### src/rtl/fetch_sequencer.sv
`default_nettype none
// ============================================================================
// Module   : fetch_sequencer
// Purpose  : Instruction fetch sequencer. Reads one 16-bit word at a time
//            from an instruction ROM using a req/ack handshake, then offers
//            it to a consumer using a valid/ready handshake. Supports
//            run/halt control and pc redirects (jumps).
// Ports    : clk                   - sole clock, rising edge
//            reset                 - synchronous reset, active low
//            run, halt             - start/resume and stop-after-issue control
//            jump_valid, jump_addr - pc redirect
//            rom_req, rom_addr     - ROM read request; address is always pc
//            rom_ack, rom_data     - ROM read response
//            instr_valid, instr, instr_pc, instr_ready - consumer handshake
//            pc, state, issued     - status: program counter, FSM state,
//                                    count of completed handshakes
// Revision : 1.0 - initial release
// ============================================================================
module fetch_sequencer (
    input  logic        clk,
    input  logic        reset,
    input  logic        run,
    input  logic        halt,
    input  logic        jump_valid,
    input  logic [15:0] jump_addr,
    output logic        rom_req,
    output logic [15:0] rom_addr,
    input  logic        rom_ack,
    input  logic [15:0] rom_data,
    output logic        instr_valid,
    output logic [15:0] instr,
    output logic [15:0] instr_pc,
    input  logic        instr_ready,
    output logic [15:0] pc,
    output logic [1:0]  state,
    output logic [15:0] issued
);

    typedef enum logic [1:0] {
        ST_IDLE   = 2'b00,
        ST_FETCH  = 2'b01,
        ST_ISSUE  = 2'b10,
        ST_HALTED = 2'b11
    } state_t;

    state_t      r_state;
    logic [15:0] r_pc;
    logic [15:0] r_instr;
    logic [15:0] r_instr_pc;
    logic [15:0] r_issued;

    state_t      w_state_next;
    logic [15:0] w_pc_next;
    logic [15:0] w_instr_next;
    logic [15:0] w_instr_pc_next;
    logic [15:0] w_issued_next;

    // ------------------------------------------------------------------
    // State and datapath registers
    // ------------------------------------------------------------------
    always_ff @(posedge clk) begin
        if (!reset) begin
            r_state    <= ST_IDLE;
            r_pc       <= 16'h0000;
            r_instr    <= 16'h0000;
            r_instr_pc <= 16'h0000;
            r_issued   <= 16'h0000;
        end else begin
            r_state    <= w_state_next;
            r_pc       <= w_pc_next;
            r_instr    <= w_instr_next;
            r_instr_pc <= w_instr_pc_next;
            r_issued   <= w_issued_next;
        end
    end

    // ------------------------------------------------------------------
    // Next-state and datapath update logic
    // ------------------------------------------------------------------
    always_comb begin
        w_state_next    = r_state;
        w_pc_next       = r_pc;
        w_instr_next    = r_instr;
        w_instr_pc_next = r_instr_pc;
        w_issued_next   = r_issued;

        case (r_state)
            ST_IDLE, ST_HALTED: begin
                if (run && !halt) begin
                    w_state_next = ST_FETCH;
                end
            end
            ST_FETCH: begin
                // A jump discards any ROM response arriving the same cycle;
                // the fetch restarts from the new pc next cycle.
                if (!jump_valid && rom_ack) begin
                    w_instr_next    = rom_data;
                    w_instr_pc_next = r_pc;
                    w_pc_next       = r_pc + 16'd1;
                    w_state_next    = ST_ISSUE;
                end
            end
            ST_ISSUE: begin
                // A completed handshake always counts, even alongside a
                // jump; only an unaccepted offer is flushed by a jump.
                if (instr_ready) begin
                    w_issued_next = r_issued + 16'd1;
                    w_state_next  = halt ? ST_HALTED : ST_FETCH;
                end else if (jump_valid) begin
                    w_state_next = ST_FETCH;
                end
            end
            default: begin
                w_state_next = ST_IDLE;
            end
        endcase

        // Redirect overrides the increment in every state.
        if (jump_valid) begin
            w_pc_next = jump_addr;
        end
    end

    // ------------------------------------------------------------------
    // Moore outputs
    // ------------------------------------------------------------------
    assign rom_req     = (r_state == ST_FETCH);
    assign instr_valid = (r_state == ST_ISSUE);
    assign rom_addr    = r_pc;
    assign pc          = r_pc;
    assign instr       = r_instr;
    assign instr_pc    = r_instr_pc;
    assign issued      = r_issued;
    assign state       = r_state;

endmodule
`default_nettype wire
### config.mk
export PLATFORM = sky130hd
export DESIGN_NAME = fetch_sequencer
export DESIGN_NICKNAME = d
export VERILOG_FILES = /design/src/rtl/fetch_sequencer.sv
export SDC_FILE = /design/constraint.sdc
export NUM_CORES = 1
export LEC_CHECK = 0
export ABC_AREA = 1
export CAP_MARGIN = 20
export CORE_UTILIZATION = 40
export CTS_CLUSTER_SIZE = 10
export DETAILED_ROUTE_END_ITERATION = 6
export PLACE_DENSITY = 0.75
export REMOVE_ABC_BUFFERS = 1
export SETUP_SLACK_MARGIN = 0.02
export SYNTH_ARGS = -nofsm -noshare
export SYNTH_HDL_FRONTEND = slang
export SYNTH_SLANG_ARGS = --single-unit
### constraint.sdc
create_clock -name clk -period 1.9 [get_ports clk]
set_clock_uncertainty 0.05 [all_clocks]
set_input_delay 0.38 -clock clk [delete_from_list [all_inputs] [get_ports clk]]
set_output_delay 0.38 -clock clk [all_outputs]
set_load 0.02 [all_outputs]
# Yosys cells after proc, flatten, opt, wreduce, memory -nomap -nowiden
# Index checks and enable logic that the tools add are counted.
# classes
add_sub_neg,2
eq_ne,6
n_mux,9
n_reduce_logical,12
# op_table
op,n
$mux W16,3
$add A16 B1 Y16 const B,2
$mux W2,5
$pmux W2 S3,1
$reduce_and A2 Y1,3
$eq A2 B2 Y1 const B,2
$reduce_bool A2 Y1,2
$ne A3 B2 Y1 const B,1
$reduce_and A3 Y1,1
$eq A2 B1 Y1 const B,1
$logic_and A1 B1 Y1,2
$logic_not A1 Y1,2
$logic_not A2 Y1,1
$ne A2 B1 Y1 const B,1
$ne A2 B2 Y1 const B,1
$reduce_or A2 Y1,1
# word_totals
register_bits,66
inputBits,39
out_inout_bits,84

# Logic depth before layout (Yosys ltp)
# logic_depth
ltp_word,5
mapped_depth,11

# Worst setup path after synthesis
# Ideal clock, no wire load.
# synth_timing
kind,reg-to-reg
startpoint,"reg r_state[1], in the netlist state[1]"
endpoint,"reg r_issued[14], in the netlist issued[14]"
setup_ns,0.117
arrival_time_ns,1.609
t_required_ns,1.733
path_slack_ns,0.124
path_stages_with_launch,9
path_buffers,0
path_cell_list,dfxtp_1 -> ha_1 -> nand2_2 -> nor2_4 -> nand2_2 -> nor2_4 -> nand3_1 -> o21ai_1 -> nor2_1
# synth_via
elab_chain_len,2
# synth_rtl
item,line,source
"start, declared",46,state_t r_state;
"start signal, assigned",69,r_state <= w_state_next;
$eq A2 B2 Y1,n/a,
named net instr_valid,30,"output logic instr_valid,"
$reduce_and A2 Y1 (no source line),n/a,
"end signal, assigned",73,r_issued <= w_issued_next;
"end, declared",50,logic [15:0] r_issued;
# The timed path passes the listed nets, and every way through them passes these cells.
# A chain may end at the register's enable or synchronous reset.

# Final worst setup path
# layout_timing
startpoint,"reg r_pc[10], in the netlist pc[10]"
endpoint,out rom_addr[10]
# layout_lines
item,line,source
"start, declared",47,logic [15:0] r_pc;
"start signal, assigned",70,r_pc <= w_pc_next;
"end, declared",27,"output logic [15:0] rom_addr,"
# No word-level cell between the ends.

==> flow_summary.yaml <==
status:
  status: "finished, final reports clean"
drt:
  drc: 0
  dr.first_iter.drc_count: 159
  detail-route-antenna-nets: 0
  wl_per_cell_um: 12.4
  vias_per_cell: 4.86
  vias: 3241
  wirelength_mm: 8.26
  dr.pass1.iters: 4
clock_tree:
  numCtsBuffers: 9
  cts_root_buf: "clkbuf_8"
  numClockSinks: 66
  cts_buffer_depth: 2
  post_cts_buffers: 0
  cts_tree: "built"
  cts_max_level: 3
  clk_pin_slew_ns: 0.07
  worst_skew_pair.late_latency_ns: 0.34
logic_synthesis:
  syn_inst: 449
  synthTopCellsByArea: "dfxtp_1 (42%), nand2_1 (9.6%), nor2_1 (9.2%)"
  synth_area_sq_um: 3150
  async_flop_share: 0
  synth-edff-count: 0
  yosysSeqAreaShare: 0.419
  synth_top_flop_cell: "dfxtp_1"
  yosys.area.top_type: "dfxtp_1"
  ys_ff_latch: 66
  ys.warnings.count: 0
  synth_most_common_cell: "nand2_1"
  synthDistinctLibCells: 31
  synth_top_cells_by_count: "nand2_1 (81), nor2_1 (77), dfxtp_1 (66)"
  synth_top_area_share: 0.419
  avgSynthCellArea_sq_um: 7.02
critical_path:
  cp.required_ns: 1.47
  worst-setup-path-type: "flop to output pin"
  cp_cell_sequence: "clkdlybuf4s50_1"
  cp-end-kind: "output pin"
  arrival_ns: 1.41
  ff2ff_path_depth: 10
  worst_setup_path_start_kind: "flop"
  cp_top_family: "buffers and inverters"
  slowest_delay_ns: 0.65
  r2r_slack_ns: 0.20
  crit_slowest_cell: "clkdlybuf4s50_1"
  cp_num_buf_inv: 1
  cp_max_fo: 5
  crit_start: "pc[10]$_SDFFE_PN0P_"
  worstReg2RegEnd: "pc[15]$_SDFFE_PN0P_"
  r2r_start: "state[1]$_SDFFE_PN0P_"
timing:
  slew_headroom: 0.782
  setup_viol: 0
  rsz0062_at_grt: "true"
  fin_setup_tns_ns: 0
  finalCritPeriodShare: 0.969
  max_freq_mhz: 543
  hold_viol: 0
  slew_violations: 0
  period_minus_slack_ns: 1.84
  worstMarginPinSlew_ns: 0.327
global_routing:
  antenna_found_initial: 0
  grt_pass1_vias: 3021
  grt_pass1_wl_mm: 13.8
  grt_overflow_total: 0
  grt_usage: 0.205
  grt_max_degree: 52
finish:
  stdcell_area_sq_um: 4600
  drive_above_1_share: 0.0708
  fin_nets: 604
  num_antenna_cells: 0
  fin_util: 0.598
  syn2layout_area_growth_pct: 45.8
  fillers: 735
power_and_ir_drop:
  p_total_mw: 3.78
  ir_drop_v: 0.000441
  powerDensity_nw_per_um2: 822
  p_leak_nw: 2.11
floorplanning:
  die_y_um: 90.8
  rows: 32
  ios: 123
  die_w_um: 90.8
  start_util: 0.410
  die-area_sq_um: 8240
  core_area_sq_um: 7690
worst_hold_path:
  hold_path_end: "instr_pc[14]$_SDFFE_PN0P_"
  holdCritStartpoint: "instr_pc[14]$_SDFFE_PN0P_"
  hold_path.class: "flop to flop"
  hold_path_depth: 2
placement:
  place_area_sq_um: 4410
  hpwl_mm: 5.93
  gp_congestion: 0.895
  io_buffers: 122
job:
  cap_violations: 0
## how the worst max path moves through the flow
stage | end | depth (start not counted) | slack (ns)
after floorplan | pc[11]$_SDFFE_PN0P_ | 9 | -0.47
after global placement | issued[14]$_SDFFE_PN0P_ | 8 | 0.03
after detailed placement | issued[14]$_SDFFE_PN0P_ | 8 | 0.0002
after CTS | pc[9] | 1 | 0.02
after global routing | pc[1] | 1 | 0.02
final | rom_addr[10] | 1 | 0.06
## cell families (layout without fill, tap and decap cells)
family | Yosys count | count (layout) | synth area share
AO/OA/AOI/OAI | 91 | 91 | 0.153
adder cells (fa/ha/maj) | 5 | 5 | 0.0198
XOR/XNOR | 1 | 1 | 0.00278
flip-flops | 66 | 66 | 0.419
AND/OR/NAND/NOR | 207 | 207 | 0.289
buffers and inverters | 79 | 195 | 0.116
## report_power, final
group / switching (mW) / leakage [nW] / internal, mW
Combinational: 0.623 / 1.49 / 0.493
Clock: 0.535 / 0.0851 / 0.502
Sequential: 0.106 / 0.537 / 1.52
Total: 1.26 / 2.11 / 2.51
## metal layers
layer / part of all wire / GRT usage / vias to the layer above
met3: 0.047 / 0.0370 / 9
met2: 0.47 / 0.338 / 99
met1: 0.47 / 0.263 / 1477
met4: 0.012 / 0.0847 / 0
li1: - / - / 1656
met5: 0 / 0 / -
## layout by cell type (no fill, tap or decap), types with 3 or more instances in the layout
cell	Yosys	routed
dfxtp_1	66	66
clkdlybuf4s50_1	0	93
a21oi_1	28	28
nand2_1	81	81
nand4_1	6	6
nand3_1	20	20
buf_4	16	7
dlymetal6s2s_1	0	14
inv_1	45	45
dlygate4sd2_1	0	15
nor3_1	6	6
clkinv_2	0	3
o21ai_0	47	47
inv_2	3	3
nand2_2	4	4
nor2_1	77	77
nor2_4	3	3
ha_1	5	5
nor2_2	4	4
a31oi_1	8	8
clkbuf_8	0	10
## stage by stage
step / setup slack (ns) / cells / hold slack (ns)
after detailed placement: 0.000222 / 651 / 0.419
after global placement: 0.0302 / 651 / 0.402
after floorplan: -0.475 / 418 / 0.428
after CTS: 0.0210 / 667 / 0.431
final: 0.0580 / 667 / 0.430
after global routing: 0.0173 / 667 / 0.441
## repair_timing
action                                  in CTS  in global routing
resized for setup                           15                 14
endpoints found under the setup margin      15                 14
hold buffers                                 0                  0
pin swaps                                    0                  0
## worst reg2reg max path: stages (launching register included)
cell and delay, ns:
dfxtp_1 0.36, inv_1 0.09, ha_1 0.24, nand2_1 0.15
nor2_4 0.06, inv_2 0.26, nor2_1 0.11, nand3_1 0.11
nand3b_1 0.08, nand2_1 0.06, inv_1 0.03
## area by class of cell
type	instances	area, sq um	area share
Clock inverter	5	30.0	0.00653
Tap cell	102	128	0.0278
Clock buffer	11	141	0.0308
Timing Repair Buffer	131	1330	0.289
Multi-Input combinational cell	304	1470	0.319
Inverter	48	180	0.0392
Sequential cell	66	1320	0.288
## sequential cells by signal, summed over array words and instances (netlist names)
signal and cells:
instr 16, issued 16, state 2, pc 16, instr_pc 16
Power figures use the tool's default switching activity.
